### config.mk
export PLATFORM = sky130hd
export DESIGN_NAME = jtvigil_pal_loader
export DESIGN_NICKNAME = d
export VERILOG_FILES = /design/src/rtl/jtvigil_pal_loader.sv
export SDC_FILE = /design/constraint.sdc
export NUM_CORES = 1
export LEC_CHECK = 0
export ABC_AREA = 1
export BUFFER_PORTS_ARGS = -buffer_cell sky130_fd_sc_hd__buf_2
export CAP_MARGIN = 0
export CORE_ASPECT_RATIO = 0.6
export CORE_MARGIN = 2
export CORE_UTILIZATION = 30
export DETAILED_ROUTE_END_ITERATION = 6
export HOLD_SLACK_MARGIN = 0.03
export PLACE_DENSITY = 0.48
export SKIP_LAST_GASP = 1
export SYNTH_ARGS = -nofsm -noshare
export SYNTH_HDL_FRONTEND = slang
export SYNTH_SLANG_ARGS = --single-unit
### constraint.sdc
create_clock -name clk -period 2.1 [get_ports clk]
set_clock_uncertainty 0.05 [all_clocks]
set_input_delay 0.105 -clock clk [delete_from_list [all_inputs] [get_ports clk]]
set_output_delay 0.105 -clock clk [all_outputs]
set_load 0.02 [all_outputs]
### src/rtl/jtvigil_pal_loader.sv
// -----------------------------------------------------------------------------
// jtvigil_pal_loader
//
// Write-side engine for the Vigilante palette RAM (2048 bytes). Each 15-bit
// colour is spread over three bytes at {idx, sub}, where sub 0/1/2 hold R/G/B
// and sub 3 is left alone. A bulk-clear mode fills all 2048 bytes with CLR_VAL.
//
// Parameters:
//   CLR_VAL    byte written to every location in clear mode
//
// Ports:
//   clk        in   core clock
//   rst_n      in   synchronous active-low reset
//   start_clr  in   request a full-RAM clear (sampled only in IDLE)
//   col_valid  in   colour word available
//   col_ready  out  loader accepts a colour this cycle
//   col_idx    in   [8:0]  colour index {sel, pal_base[7:0]}
//   col_rgb    in   [14:0] {R[4:0], G[4:0], B[4:0]}
//   pal_addr   out  [10:0] palette RAM address (registered)
//   pal_dout   out  [7:0]  palette RAM write data (registered)
//   pal_we     out  palette RAM write strobe (registered)
//   busy       out  high in any state other than IDLE
//   done       out  one-cycle pulse with the last write of an operation
// -----------------------------------------------------------------------------
module jtvigil_pal_loader #(
  parameter logic [7:0] CLR_VAL = 8'h00
) (
  input  logic        clk,
  input  logic        rst_n,
  input  logic        start_clr,
  input  logic        col_valid,
  output logic        col_ready,
  input  logic [8:0]  col_idx,
  input  logic [14:0] col_rgb,
  output logic [10:0] pal_addr,
  output logic [7:0]  pal_dout,
  output logic        pal_we,
  output logic        busy,
  output logic        done
);

  typedef enum logic [2:0] {
    IDLE = 3'd0,
    WR_R = 3'd1,
    WR_G = 3'd2,
    WR_B = 3'd3,
    CLR  = 3'd4
  } state_t;

  localparam logic [10:0] CNT_LAST = 11'h7FF;

  state_t      state_q;
  logic [10:0] cnt_q;
  logic [10:0] cnt_d;
  logic [8:0]  idx_q;
  logic [14:0] rgb_q;
  logic [10:0] pal_addr_q;
  logic [7:0]  pal_dout_q;
  logic        pal_we_q;
  logic        done_q;

  // Clear counter advance; the 11-bit wrap is never reached because the
  // terminal test is on 2047 itself.
  assign cnt_d = cnt_q + 11'd1;

  // Clear has priority over a colour presented in the same IDLE cycle.
  assign col_ready = (state_q == IDLE) && !start_clr;
  assign busy      = (state_q != IDLE);

  assign pal_addr  = pal_addr_q;
  assign pal_dout  = pal_dout_q;
  assign pal_we    = pal_we_q;
  assign done      = done_q;

  // Loader FSM. Write outputs are registered on the same edge that enters the
  // state they belong to, so the R write is on the bus in the first cycle of
  // WR_R and the first clear write in the first cycle of CLR.
  always_ff @(posedge clk) begin
    if (!rst_n) begin
      state_q    <= IDLE;
      cnt_q      <= 11'd0;
      idx_q      <= 9'd0;
      rgb_q      <= 15'd0;
      pal_addr_q <= 11'd0;
      pal_dout_q <= 8'd0;
      pal_we_q   <= 1'b0;
      done_q     <= 1'b0;
    end else begin
      case (state_q)
        IDLE: begin
          if (start_clr) begin
            state_q    <= CLR;
            cnt_q      <= 11'd0;
            pal_addr_q <= 11'd0;
            pal_dout_q <= CLR_VAL;
            pal_we_q   <= 1'b1;
            done_q     <= 1'b0;
          end else if (col_valid) begin
            state_q    <= WR_R;
            idx_q      <= col_idx;
            rgb_q      <= col_rgb;
            pal_addr_q <= {col_idx, 2'd0};
            pal_dout_q <= {3'b000, col_rgb[14:10]};
            pal_we_q   <= 1'b1;
            done_q     <= 1'b0;
          end else begin
            pal_we_q   <= 1'b0;
            done_q     <= 1'b0;
          end
        end
        WR_R: begin
          state_q    <= WR_G;
          pal_addr_q <= {idx_q, 2'd1};
          pal_dout_q <= {3'b000, rgb_q[9:5]};
          pal_we_q   <= 1'b1;
          done_q     <= 1'b0;
        end
        WR_G: begin
          state_q    <= WR_B;
          pal_addr_q <= {idx_q, 2'd2};
          pal_dout_q <= {3'b000, rgb_q[4:0]};
          pal_we_q   <= 1'b1;
          done_q     <= 1'b1;
        end
        WR_B: begin
          state_q  <= IDLE;
          pal_we_q <= 1'b0;
          done_q   <= 1'b0;
        end
        CLR: begin
          if (cnt_q == CNT_LAST) begin
            state_q  <= IDLE;
            pal_we_q <= 1'b0;
            done_q   <= 1'b0;
          end else begin
            cnt_q      <= cnt_d;
            pal_addr_q <= cnt_d;
            pal_dout_q <= CLR_VAL;
            pal_we_q   <= 1'b1;
            done_q     <= (cnt_d == CNT_LAST);
          end
        end
        default: begin
          state_q  <= IDLE;
          pal_we_q <= 1'b0;
          done_q   <= 1'b0;
        end
      endcase
    end
  end

endmodule

## Word-level counts from Yosys, hierarchy flattened

Cells that the tools add are included.

| operators by class | value |
|---|---|
| $add $sub $neg | 1 |
| equality and inequality tests | 9 |
| muxes and demuxes | 20 |
| bitwise logic cells | 1 |
| reductions and logical operators | 11 |

Operators by type and width:

| operator | count |
|---|---|
| $mux 11 | 4 |
| $pmux 11 s4 | 1 |
| $pmux 8 s4 | 1 |
| $mux 8 | 3 |
| $eq 11x11->1 const B | 2 |
| $pmux 11 s2 | 1 |
| $pmux 3 s4 | 1 |
| $add 11x1->11 const B | 1 |
| $mux 3 | 3 |
| $reduce_and 3->1 | 3 |
| $ne 2x2->1 const B | 3 |
| $mux 1 | 4 |
| $reduce_bool 4->1 | 1 |
| $eq 3x1->1 const B | 1 |
| $eq 3x2->1 const B | 1 |
| $eq 3x3->1 const B | 1 |
| $logic_not 3->1 | 1 |
| $ne 3x3->1 const B | 1 |
| $pmux 1 s3 | 1 |
| $reduce_bool 3->1 | 1 |
| $pmux 1 s2 | 1 |
| $reduce_and 2->1 | 1 |
| $reduce_bool 2->1 | 1 |
| $reduce_or 2->1 | 1 |
| 3 further kinds | 3 |

| storage, ports and cells | value |
|---|---|
| register bits | 54 |
| word-level logic and storage cells | 50 |

## Depth between registers and ports, before layout

Gate-level depths: netlist (run 1).

| depth | value |
|---|---|
| word-level depth | 4 |
| depth in mapped cells | 11 |

## Least setup slack after synthesis (run 1)

OpenSTA, ideal clock, no wires.

| path | value |
|---|---|
| path type | reg2reg |
| start | register state_q[0] |
| end | register idx_q[0] |
| library setup time | 0.116 ns |
| data arrival time | 1.527 ns |
| data required time | 1.934 ns |
| slack | 0.407 ns |
| stages on the path, launching flop included | 10 |
| path buffers | 3 |
| cells stage by stage | dfxtp_1 > buf_6 > nor2_4 > nand2_2 > nor2_2 > nand2_1 > buf_2 > clkbuf_2 > o21ai_0 > nor2_1 |

| on the way | value |
|---|---|
| word-level cells in the longest chain between the ends | 2 |

Ends and longest elaborated chain:

| what | RTL line | RTL |
|---|---|---|
| start, declared | 52 | `state_t state_q;` |
| start signal, assigned | 80 | `state_q <= IDLE;` |
| start signal, assigned | 92 | `state_q <= CLR;` |
| start signal, assigned | 99 | `state_q <= WR_R;` |
| $logic_not 3->1 | 89 | `case (state_q)` |
| $reduce_and 3->1 (no line) | - |  |
| end signal, assigned | 100 | `idx_q <= col_idx;` |
| end, declared | 55 | `logic [8:0] idx_q;` |

No other way between the ends.
A chain may end at the register's enable or synchronous reset.

## Worst setup path in the final report (run 1)

| path | value |
|---|---|
| start | register cnt_q[1] |
| end | register pal_addr_q[0] (netlist: pal_addr[0]) |

| on the way | value |
|---|---|
| word-level cells in the longest chain between the ends | 3 |

Ends and longest elaborated chain:

| what | RTL line | RTL |
|---|---|---|
| start, declared | 53 | `logic [10:0] cnt_q;` |
| start signal, assigned | 136 | `cnt_q <= cnt_d;` |
| $eq 11x11->1 | 131 | `if (cnt_q == CNT_LAST) begin` |
| $ne 2x2->1 (no line) | - |  |
| $reduce_and 3->1 (no line) | - |  |
| end signal, assigned | 113 | `pal_addr_q <= {idx_q, 2'd1};` |
| end signal, assigned | 120 | `pal_addr_q <= {idx_q, 2'd2};` |
| end signal, assigned | 137 | `pal_addr_q <= cnt_d;` |
| end, declared | 57 | `logic [10:0] pal_addr_q;` |

No other way between the ends.

==> results.sh, run 1 <==
export IMPL_outcome="finished, final reports clean"
export IMPL_power_w=0.00290
export IMPL_maxCapViolCount=0
export IMPL_coreArea_um2=7850
export IMPL_r2r_cells=9
export IMPL_synth_cell_area_um2=2430
export IMPL_grt_pass1_vias=2118
export IMPL_yosysTopAreaCellShare_pct=42.0
export IMPL_cts_clk_slew_worst_paths_ns=0.07
export IMPL_gp_congestion=0.875
export IMPL_drt_wl_total_um=6810
export IMPL_utilization_pct=38.2
export IMPL_cts_sinks=51
export IMPL_num_vias=2297
export IMPL_crit_required_ns=2.28
export IMPL_p_leak_nw=1.34
export IMPL_critPathKind="flop to flop"
export IMPL_ios=51
export IMPL_grt_use_total_pct=16.2
export IMPL_yosysTopAreaCell="dfxtp_1"
export IMPL_synth_simple_gate_area_share_pct=32.3
export IMPL_synthTopCellsByArea="dfxtp_1, nor2_1, nand2_1"
export IMPL_yosysMostFrequentCell="nor2_1"
export IMPL_synth_distinct_cells=31
export IMPL_design_area_um2=3000
export IMPL_cp_endpoint="pal_addr[0]"
export IMPL_finalHoldViolations=0
export IMPL_cp_arrival_ns=2.03
export IMPL_start_util_pct=31.0
export IMPL_start_kind="flop"
export IMPL_grt_max_degree=28
export IMPL_synth_area_per_cell_um2=7.07
export IMPL_grt_overflow=0
export IMPL_cts_tree="yes"
export IMPL_synth_adder_area_share_pct=1.03
export IMPL_synth_edff_count=0
export IMPL_r2r_start="cnt_q[1]"
export IMPL_place_area_um2=2750
export IMPL_hp_class="input port to flop"
export IMPL_synthArstFlopShare_pct=0
export IMPL_synth_seq_area_share_pct=42.0
export IMPL_drt_iter0_markers=136
export IMPL_path_max_fanout=27
export IMPL_synth_commonest_cells="nor2_1, nand2_1, dfxtp_1, o21ai_0, nand3_1"
export IMPL_h_tree_depth=2
export IMPL_via_per_inst=4.49
export IMPL_die_x_um=120
export IMPL_dp_hpwl_um=5090
export IMPL_grt_pass1_wl_um=10900
export IMPL_synthCells=344
export IMPL_dp_slack_ns=0.270
export IMPL_final_nets=433
export IMPL_nFillCells=846
export IMPL_r2r_end="pal_addr[0]"
export IMPL_route_detailed_drc=0
export IMPL_setup_viol=0
export IMPL_ys_seq_elements=51
export IMPL_antenna_diode_count=0
export IMPL_io_buffers=47
export IMPL_dr_pass1_iters=4
export IMPL_clock_latency_ns=0.29
export IMPL_synth_top_family_by_area="simple AND/OR/NAND/NOR gates"
export IMPL_finalSetupTns_ns=0
export IMPL_cts_buffer_depth=2
export IMPL_period_minus_slack_ns=1.85
export IMPL_cts_setup_buffers=0
export IMPL_synth_compound_gate_area_share_pct=14.2
export IMPL_rrSetupSlack_ns=0.25
export IMPL_cts_resized=0
export IMPL_synthFlopType="dfxtp_1"
export IMPL_drtAntennaViolNets=0
export IMPL_synthMuxAreaShare_pct=0
export IMPL_root_buffer="clkbuf_16"
export IMPL_area_growth_pct=23.3
export IMPL_die_y_um=73.7
export IMPL_startpoint="cnt_q[1]"
export IMPL_antenna_found_initial=0
export IMPL_max_freq_mhz=540
export IMPL_numCtsBuffers=5
export IMPL_powerDensity_nw_per_um2=969
export IMPL_irDropWorstVdd_v=0.000403
export IMPL_synth_xor_xnor_area_share_pct=0.360
export IMPL_yosys_warnings=0
export IMPL_num_rows=25
export IMPL_cp_end_kind="flop"
export IMPL_dieArea_um2=8860
export IMPL_avgRoutedWirePerCell_um=13.3
export IMPL_drive_gt1_share_pct=19.8
export IMPL_rsz0062_at_grt="no"
export IMPL_drv_slew=0
export IMPL_fin_crit_sh_pct=88.2
export IMPL_setup_ws_ns=0.248
## area by class of cell
| type | count | area (um^2) | area share [%] |
|---|---|---|---|
| multi-input combinational | 251 | 1180 | 39.2 |
| sequential | 51 | 1020 | 34.1 |
| inverter | 27 | 109 | 3.63 |
| clock buffer | 6 | 129 | 4.30 |
| tap | 108 | 135 | 4.51 |
| timing repair buffer | 67 | 410 | 13.7 |
| clock inverter | 2 | 16.3 | 0.543 |
## worst min path at each step
stage	slack [ns]	from	to	depth (start not counted)
final	0.03	col_idx[3]	idx_q[3]	3
after CTS	0.03	col_idx[7]	idx_q[7]	3
after global placement	0.30	col_rgb[5]	rgb_q[5]	3
after floorplan	0.19	rst_n	cnt_q[3]	2
after detailed placement	0.32	col_rgb[7]	rgb_q[7]	3
after global routing	0.05	col_idx[7]	idx_q[7]	3
## stage by stage
step	hold slack, ns	std cells
3_3_place_gp	0.304	494
6_report	0.0303	512
2_1_floorplan	0.193	346
4_1_cts	0.0301	512
3_5_place_dp	0.316	494
5_1_grt	0.0476	512
## where the power goes
group / internal [W] / switching, W
Sequential: 0.00112 / 0.000111
Combinational: 0.000292 / 0.000554
Clock: 0.000447 / 0.000383
Total: 0.00186 / 0.00105
## layout by cell type (no fill, tap or decap), drive strengths merged
cell type | synthesis | routed
clkinvlp | 0 | 1
o21ai | 39 | 39
xnor2 | 1 | 1
nand2 | 66 | 66
clkinv | 1 | 1
nand3 | 29 | 29
nand4 | 6 | 6
dfxtp | 51 | 51
nor3 | 1 | 1
ha | 2 | 2
inv | 26 | 27
a21oi | 27 | 27
or2 | 4 | 4
clkbuf | 4 | 6
dlygate4sd3 | 0 | 10
o21bai | 1 | 1
conb | 1 | 3
nor4 | 1 | 1
nor2 | 70 | 70
o21a | 1 | 1
buf | 13 | 57
## kinds of logic (layout without fill, tap and decap cells)
group	count (synthesis)	after routing
and+or+nand+nor	177	177
AOI/OAI and AO/OA	68	68
DFF	51	51
buffers and inverters	44	102
adders and majority gates	2	2
other	1	3
xor gates and xnor gates	1	1
## layer usage
metal	GRT usage, %	up-vias	share of wire (%)
met2	21.5	52	36
li1	-	1226	-
met3	3.73	8	4.9
met5	0	-	0
met1	25.6	1011	58
met4	4.26	0	1.1
## timing repair
action                                 CTS  global route
hold buffers                            10             0
setup endpoints to repair                0             0
endpoints found under the hold margin   10             0
## worst max-delay path: stages (launching register included)
cell	delay, ns
dfxtp_1	0.40
ha_1	0.22
nand2_1	0.13
nor2_4	0.15
nand4_1	0.10
nand2_2	0.12
nand2_4	0.18
inv_1	0.25
nor2_1	0.07
nor2_1	0.11
## registers in the layout (all words and copies together) (netlist names)
signal    count
done          1
idx_q         9
pal_dout      5
cnt_q        11
pal_addr     11
pal_we        1
rgb_q        10
state_q       3
No activity file was read; power rests on OpenSTA's default activity.
==> inputs of run 2 (changes only) <==
PLACE_DENSITY = unset   (was 0.48)
==> run 2 against run 1 <==
  * Global-route usage down 0.55 points
  * Clock power rose by 1%
  * Register-to-register slack worse by 0.06 ns
  * Sequential share of layout area grew 0.58 points
  * Wire length down 3.7%
  * Core utilization fell by 0.59 points
  * Sequential cell count unchanged
  * Critical endpoint is now cnt_q[3]
  * Largest power group unchanged
==> results.sh, run 2 (synthesis gave the netlist of run 1 again) <==
export IMPL_outcome="finished, final reports clean"
export IMPL_coreArea_um2=7850
export IMPL_grt_overflow=0
export IMPL_dp_hpwl_um=4720
export IMPL_drt_iter0_markers=120
export IMPL_period_minus_slack_ns=1.92
export IMPL_dieArea_um2=8860
export IMPL_cts_setup_buffers=0
export IMPL_die_y_um=73.7
export IMPL_fin_crit_sh_pct=91.3
export IMPL_path_max_fanout=8
export IMPL_avgRoutedWirePerCell_um=12.9
export IMPL_finalHoldViolations=0
export IMPL_num_rows=25
export IMPL_numCtsBuffers=5
export IMPL_grt_max_degree=43
export IMPL_cts_sinks=51
export IMPL_root_buffer="clkbuf_16"
export IMPL_cp_arrival_ns=2.04
export IMPL_maxCapViolCount=0
export IMPL_start_kind="flop"
export IMPL_start_util_pct=31.0
export IMPL_drtAntennaViolNets=0
export IMPL_io_buffers=47
export IMPL_drv_slew=0
export IMPL_critPathKind="flop to flop"
export IMPL_area_growth_pct=21.4
export IMPL_h_tree_depth=2
export IMPL_die_x_um=120
export IMPL_final_common_cell="nor2_1"
export IMPL_p_leak_nw=1.33
export IMPL_drt_wl_total_um=6550
export IMPL_dr_pass1_iters=4
export IMPL_grt_use_total_pct=15.7
export IMPL_irDropWorstVdd_v=0.000370
export IMPL_antenna_found_initial=0
export IMPL_cts_buffer_depth=2
export IMPL_finalSetupTns_ns=0
export IMPL_mostFrequentLayoutCells="nor2_1, nand2_1, dfxtp_1"
export IMPL_via_per_inst=4.67
export IMPL_ios=51
export IMPL_cts_tree="yes"
export IMPL_clock_latency_ns=0.29
export IMPL_max_freq_mhz=522
export IMPL_hp_class="input port to flop"
export IMPL_gp_congestion=0.877
export IMPL_route_detailed_drc=0
export IMPL_crit_required_ns=2.22
export IMPL_whs_ns=0.0222
export IMPL_cp_end_kind="flop"
export IMPL_cts_clk_slew_worst_paths_ns=0.07
export IMPL_num_vias=2363
export IMPL_grt_pass1_wl_um=10800
export IMPL_final_nets=427
export IMPL_grt_pass1_vias=2189
export IMPL_antenna_diode_count=0
export IMPL_powerDensity_nw_per_um2=988
export IMPL_setup_viol=0
export IMPL_drive_gt1_share_pct=20.1
export IMPL_rsz0062_at_grt="no"
## run 2: cell count changes in the layout (fill, tap and decap cells not counted)
| cell | before | now |
|---|---|---|
| dfxtp_2 | 0 | 1 |
| o21ai_0 | 38 | 37 |
| clkinvlp_4 | 1 | 0 |
| clkbuf_8 | 0 | 1 |
| dfxtp_1 | 51 | 50 |
| clkbuf_1 | 1 | 0 |
| buf_4 | 10 | 8 |
| clkinv_2 | 0 | 1 |
| dlygate4sd3_1 | 10 | 6 |
| o21ai_1 | 1 | 2 |
## run 2: per-layer routing
layer | GRT usage [%] | share of wire [%]
met2 | 22.9 | 40
met4 | 3.10 | 0.52
met1 | 24.1 | 51
met5 | 0 | 0
met3 | 2.56 | 8.7
## run 2: path summary, 6_finish.rpt
kind                                 start   endpoint  slack, ns  depth (start not counted)
worst max-delay path              cnt_q[0]   cnt_q[3]       0.18                          9
worst min-delay path            col_rgb[6]   rgb_q[6]       0.02                          3
worst max register to register    cnt_q[0]   cnt_q[3]       0.18                          9
worst min register to register   cnt_q[10]  cnt_q[10]       0.43                          2
## run 2: cell type report
| class | instances | area, um^2 |
|---|---|---|
| Sequential cell | 51 | 1020 |
| Fill cell | 828 | 4900 |
| Inverter | 27 | 109 |
| Multi-Input combinational cell | 251 | 1180 |
| Clock inverter | 2 | 13.8 |
| Clock buffer | 6 | 139 |
| Tap cell | 108 | 135 |
| Timing Repair Buffer | 61 | 355 |
## run 2: power breakdown
part | switching [W] | internal, W
logic | 0.000559 | 0.000285
registers | 0.000111 | 0.00112
clock network | 0.000365 | 0.000477
total | 0.00103 | 0.00188
## run 2: critical path, cell delays in order, from the launching register on
cell     delay [ns]
dfxtp_1        0.38
ha_1           0.21
nand2_1        0.13
nor2_4         0.20
nand4_1        0.13
nand2_2        0.13
nand2_1        0.15
buf_4          0.20
o21ai_0        0.17
a21oi_1        0.06
## run 2: per-stage QoR
step	instance area [um^2]	setup slack (ns)	utilization, %	total power (W)	cells
2_1_floorplan	2440	0.407	-	0.00185	346
3_3_place_gp	2740	0.272	34.9	0.00206	492
3_5_place_dp	2740	0.193	34.9	0.00207	492
4_1_cts	2950	0.177	37.6	0.00293	506
5_1_grt	2950	0.00737	37.6	0.00309	506
6_report	2950	0.183	37.6	0.00291	506
## run 2: timing repair
item	4_1_cts	5_1_grt
hold buffers	6	0
resized for setup	0	2
endpoints found under the setup margin	0	8
hold endpoints to repair	6	0
